--- config.mk ---
export PLATFORM = sky130hd
export DESIGN_NAME = aes_core_arbiter
export DESIGN_NICKNAME = d
export VERILOG_FILES = /design/src/rtl/aes_core_arbiter.sv
export SDC_FILE = /design/constraint.sdc
export NUM_CORES = 1
export LEC_CHECK = 0
export BUFFER_PORTS_ARGS = -buffer_cell sky130_fd_sc_hd__buf_2
export CORE_AREA = 10 10 591 593
export CTS_CLUSTER_DIAMETER = 120
export CTS_CLUSTER_SIZE = 12
export DETAILED_ROUTE_END_ITERATION = 10
export DIE_AREA = 0 0 601 603
export SLEW_MARGIN = 10
export SYNTH_ARGS = -nofsm -noshare
export SYNTH_HDL_FRONTEND = slang
export SYNTH_SLANG_ARGS = --single-unit
--- constraint.sdc ---
create_clock -name clk -period 2.4 [get_ports clk]
set_clock_uncertainty 0.2 [all_clocks]
set_input_delay 0.12 -clock clk [delete_from_list [all_inputs] [get_ports clk]]
set_output_delay 0.12 -clock clk [all_outputs]
set_load 0.01 [all_outputs]
--- src/rtl/aes_core_arbiter.sv ---
// Round-robin arbiter sharing one iterative AES-128 encrypt core among
// NREQ requesters, with per-requester response channels and a watchdog.
module aes_core_arbiter #(
    parameter int NREQ    = 4,
    parameter int IDW     = 2,
    parameter int TIMEOUT = 16
) (
    input  logic              clk,
    input  logic              rst,
    input  logic [NREQ-1:0]   req_valid,
    output logic [NREQ-1:0]   req_ready,
    input  logic [NREQ*128-1:0] req_plaintext,
    input  logic [NREQ*128-1:0] req_key,
    output logic [NREQ-1:0]   rsp_valid,
    input  logic [NREQ-1:0]   rsp_ready,
    output logic [127:0]      rsp_data,
    output logic              rsp_err,
    output logic              core_start,
    output logic [127:0]      core_plaintext,
    output logic [127:0]      core_key,
    input  logic [127:0]      core_ciphertext,
    input  logic              core_done,
    output logic              busy,
    output logic [IDW-1:0]    grant_id
);

    localparam int WW = $clog2(TIMEOUT) + 1;

    typedef enum logic [1:0] {
        S_IDLE,
        S_START,
        S_WAIT,
        S_RESP
    } state_t;

    state_t           state_q, state_d;
    logic [IDW-1:0]   rr_ptr_q, rr_ptr_d;
    logic [IDW-1:0]   grant_q, grant_d;
    logic [WW-1:0]    wdog_q, wdog_d;
    logic [127:0]     rsp_data_q, rsp_data_d;
    logic             rsp_err_q, rsp_err_d;
    logic [127:0]     pt_q, pt_d;
    logic [127:0]     key_q, key_d;

    logic             any_req;
    logic [IDW-1:0]   win;
    int               idx;

    // Scan from the highest offset down so the lowest offset from rr_ptr wins.
    always_comb begin
        any_req = 1'b0;
        win     = '0;
        idx     = 0;
        for (int k = NREQ - 1; k >= 0; k--) begin
            idx = int'(rr_ptr_q) + k;
            if (idx >= NREQ) idx = idx - NREQ;
            if (req_valid[idx]) begin
                any_req = 1'b1;
                win     = IDW'(idx);
            end
        end
    end

    always_comb begin
        state_d    = state_q;
        rr_ptr_d   = rr_ptr_q;
        grant_d    = grant_q;
        wdog_d     = wdog_q;
        rsp_data_d = rsp_data_q;
        rsp_err_d  = rsp_err_q;
        pt_d       = pt_q;
        key_d      = key_q;
        req_ready  = '0;
        rsp_valid  = '0;
        core_start = 1'b0;
        unique case (state_q)
            S_IDLE: begin
                if (any_req) begin
                    req_ready[win] = 1'b1;
                    pt_d    = req_plaintext[int'(win)*128 +: 128];
                    key_d   = req_key[int'(win)*128 +: 128];
                    grant_d = win;
                    state_d = S_START;
                end
            end
            S_START: begin
                core_start = 1'b1;
                wdog_d     = '0;
                state_d    = S_WAIT;
            end
            S_WAIT: begin
                wdog_d = wdog_q + 1'b1;
                if (core_done) begin
                    rsp_data_d = core_ciphertext;
                    rsp_err_d  = 1'b0;
                    state_d    = S_RESP;
                end else if (wdog_q == WW'(TIMEOUT - 1)) begin
                    rsp_data_d = '0;
                    rsp_err_d  = 1'b1;
                    state_d    = S_RESP;
                end
            end
            S_RESP: begin
                rsp_valid[grant_q] = 1'b1;
                if (rsp_ready[grant_q]) begin
                    rr_ptr_d = (grant_q == IDW'(NREQ - 1)) ?
                               '0 : grant_q + 1'b1;
                    state_d  = S_IDLE;
                end
            end
            default: state_d = S_IDLE;
        endcase
    end

    always_ff @(posedge clk) begin
        if (rst) begin
            state_q    <= S_IDLE;
            rr_ptr_q   <= '0;
            grant_q    <= '0;
            wdog_q     <= '0;
            rsp_data_q <= '0;
            rsp_err_q  <= 1'b0;
            pt_q       <= '0;
            key_q      <= '0;
        end else begin
            state_q    <= state_d;
            rr_ptr_q   <= rr_ptr_d;
            grant_q    <= grant_d;
            wdog_q     <= wdog_d;
            rsp_data_q <= rsp_data_d;
            rsp_err_q  <= rsp_err_d;
            pt_q       <= pt_d;
            key_q      <= key_d;
        end
    end

    assign rsp_data       = rsp_data_q;
    assign rsp_err        = rsp_err_q;
    assign core_plaintext = pt_q;
    assign core_key       = key_q;
    assign busy           = (state_q != S_IDLE);
    assign grant_id       = grant_q;

endmodule

==> results.toml <==
[sta]
fin_ws_ns = -0.225
holdWs_ns = 0.0442
maxSlewViolCount = 0
worstMarginPinSlew_ns = 1.08
slew_headroom_pct = 28.0
finalSetupViolations = 210
grt_setup_unrepaired = "true"
period_needed_ns = 2.63
finalHoldViolCount = 0
min_period_over_period_pct = 109
timing.fmax_mhz = 381

[grt]
grt_antenna_before_repair = 475
grt_pass1_vias = 34200
grt_overflow = 0
grt_pass1_wl_um = 425000
grt_max_degree = 118
track_usage_pct = 18.2

[logic_synthesis]
synth_nets = 3132
ys_ff_latch = 396
syn_avg_cell_area_sq_um = 10.2
ys.flop_type = "dfxtp_1"
synth_edf_count = 0
synth.cell_area_sq_um = 19900
ys_types = 41
synth_top_area_cell = "dfxtp_1"
postSynth.asyncResetShare_pct = 0
yosys-top-cells-area = "dfxtp_1 (40%), mux2i_1 (26%), o221ai_1 (11%), nand2_1 (5.0%), a22oi_1 (4.8%)"
ys_seq_area_share_pct = 39.8
syn_inst = 1959
synth_top_cell_area_share_pct = 39.8
yosysWarnings = 0

[clock_network]
cts.clk_slew.worst_paths_ns = 0.08
clkSinkCount = 396
clk_latency_ns = 0.72
cts_max_path_buffers = 3
cts_tree = "yes"
cts_root_buf = "clkbuf_16"
cts_made_buffers = 51
htreeDepth = 2

[die]
die_height_um = 603
initial_utilization_pct = 5.90
dieArea_sq_um = 362000
row_count = 214
ios = 1560
dieWidth_um = 601
core_sq_um = 338000

[worst_setup_path]
required_ns = 2.80
cp-end-kind = "flop"
crit_fanout = 6
worstSetupPathType = "reg2reg"
cp.arrival_ns = 3.03
critPathLaunchType = "flop"

[status]
violations = "negative setup slack"
outcome = "complete, but fails checks"

[finish]
nNetsFinal = 6383
area_delta_synth_final_pct = 183
final_cell_mix = "buf_2 (1554), dlygate4sd3_1 (1539), dfxtp_1 (392)"
final_common_cell = "buf_2"
drive_gt1_share_pct = 42.7

[detailed_routing]
drt_wl_total_um = 354000
via_count = 35200
drtAntennaViolNets = 0
dr.pass1.iters = 6
wl_per_cell_um = 35.3
drc = 0
viasPerCell = 3.51
drt_iter0_markers = 3736

[pwr]
power.density_nw_per_um2 = 641
ir_drop_mv = 0.558
leakagePower_nw = 24.4
power_mw = 36.2

[place]
gp_congestion = 0.987
preCtsSetupSlack_ns = -0.758
port_buffers = 1559
post-dp-hpwl_um = 300000

[flow_run]
maxCapViolations = 0

[worst_hold_path]
hp-class = "in2reg"
-- area by class of cell --
type                       instances  area (sq um)
multi-input combinational       1364         13000
antenna                          246           616
clock inverter                    23           309
tap                             4536          5680
inverter                          10          37.5
clock buffer                      56          1340
fill                           37600        281000
timing repair buffer            3387         27500
sequential                       396          7940
-- cell usage after synthesis (2+ instances only) --
master	instances
mux2i_1	512
dfxtp_1	396
nand2_1	267
o221ai_1	255
nor2_1	139
a22oi_1	128
clkbuf_1	83
buf_12	45
buf_2	44
a21oi_1	11
ha_1	10
inv_1	10
buf_8	9
nor3_1	6
and2_1	5
buf_1	4
nand2b_1	3
nand3_1	3
a211oi_1	2
buf_6	2
clkbuf_4	2
nor2b_1	2
nor3b_1	2
o21ai_0	2
-- registers in the layout, indices dropped and copies added (netlist names) --
register,count
core_key,128
core_plaintext,128
rsp_data,128
wdog_q,5
grant_id,2
rr_ptr_q,2
state_q,2
rsp_err,1
-- cells by family (layout without fill, tap and decap cells) --
family                   after synthesis  in the layout  synth area share [%]
AND/OR/NAND/NOR                      433            433                  8.55
buffers and inverters                199           3476                  8.31
other                                  0            246                     0
adder cells (fa/ha/maj)               10             10                 0.627
flip-flops                           396            396                  39.8
multiplexers                         513            513                  25.8
AO/OA/AOI/OAI                        408            408                  16.9
-- worst paths after layout --
check,slack [ns],end,cells after the start,from
min,0.04,core_plaintext[62],4,req_plaintext[190]
max reg2reg,-0.23,core_key[118],10,rr_ptr_q[0]
min reg2reg,0.25,core_plaintext[4],2,core_plaintext[4]
max,-0.23,core_key[118],10,rr_ptr_q[0]
-- what timing repair did --
| item | in CTS | in global routing |
|---|---|---|
| hold buffers | 1537 | 3 |
| cloned | 24 | 10 |
| endpoints found under the hold margin | 396 | 3 |
| pin swaps | 56 | 47 |
| resized for setup | 397 | 324 |
| endpoints found under the setup margin | 119 | 264 |
| setup buffers | 46 | 35 |
-- metrics by stage --
step	setup TNS [ns]	instances	instance area [sq um]	utilization, %
finish	-15.30	10000	56500	16.7
detailed placement	-17.46	8066	33800	10.0
global placement	-23.55	8066	33800	10.0
CTS	-29.47	9739	53800	15.9
floorplan	0	1959	19900	-
global route	-39.25	9889	56100	16.6
-- metal layers --
layer | vias up | part of all wire (%) | GRT usage, % | routed length, um
met2 | 2889 | 46 | 30.4 | 163000
met5 | - | 0.46 | 0 | 1630
met1 | 16700 | 36 | 19.5 | 126000
li1 | 14200 | - | - | -
met4 | 254 | 7.4 | 9.94 | 26300
met3 | 1110 | 11 | 7.70 | 37300
-- power breakdown --
group / switching, mW / total, mW / internal [mW]
logic: 10.7 / 18.2 / 7.53
clock network: 4.12 / 8.60 / 4.48
registers: 1.05 / 9.35 / 8.30
-- critical path: stages (launching register included) --
cell	delay [ns]
dfxtp_2	0.34
and2b_2	0.24
nor4bb_4	0.34
a31oi_4	0.07
buf_12	0.17
buf_12	0.14
buf_12	0.14
buf_12	0.14
buf_16	0.17
mux2i_4	0.37
o221ai_1	0.15
No activity file was read; power rests on OpenSTA's default activity.
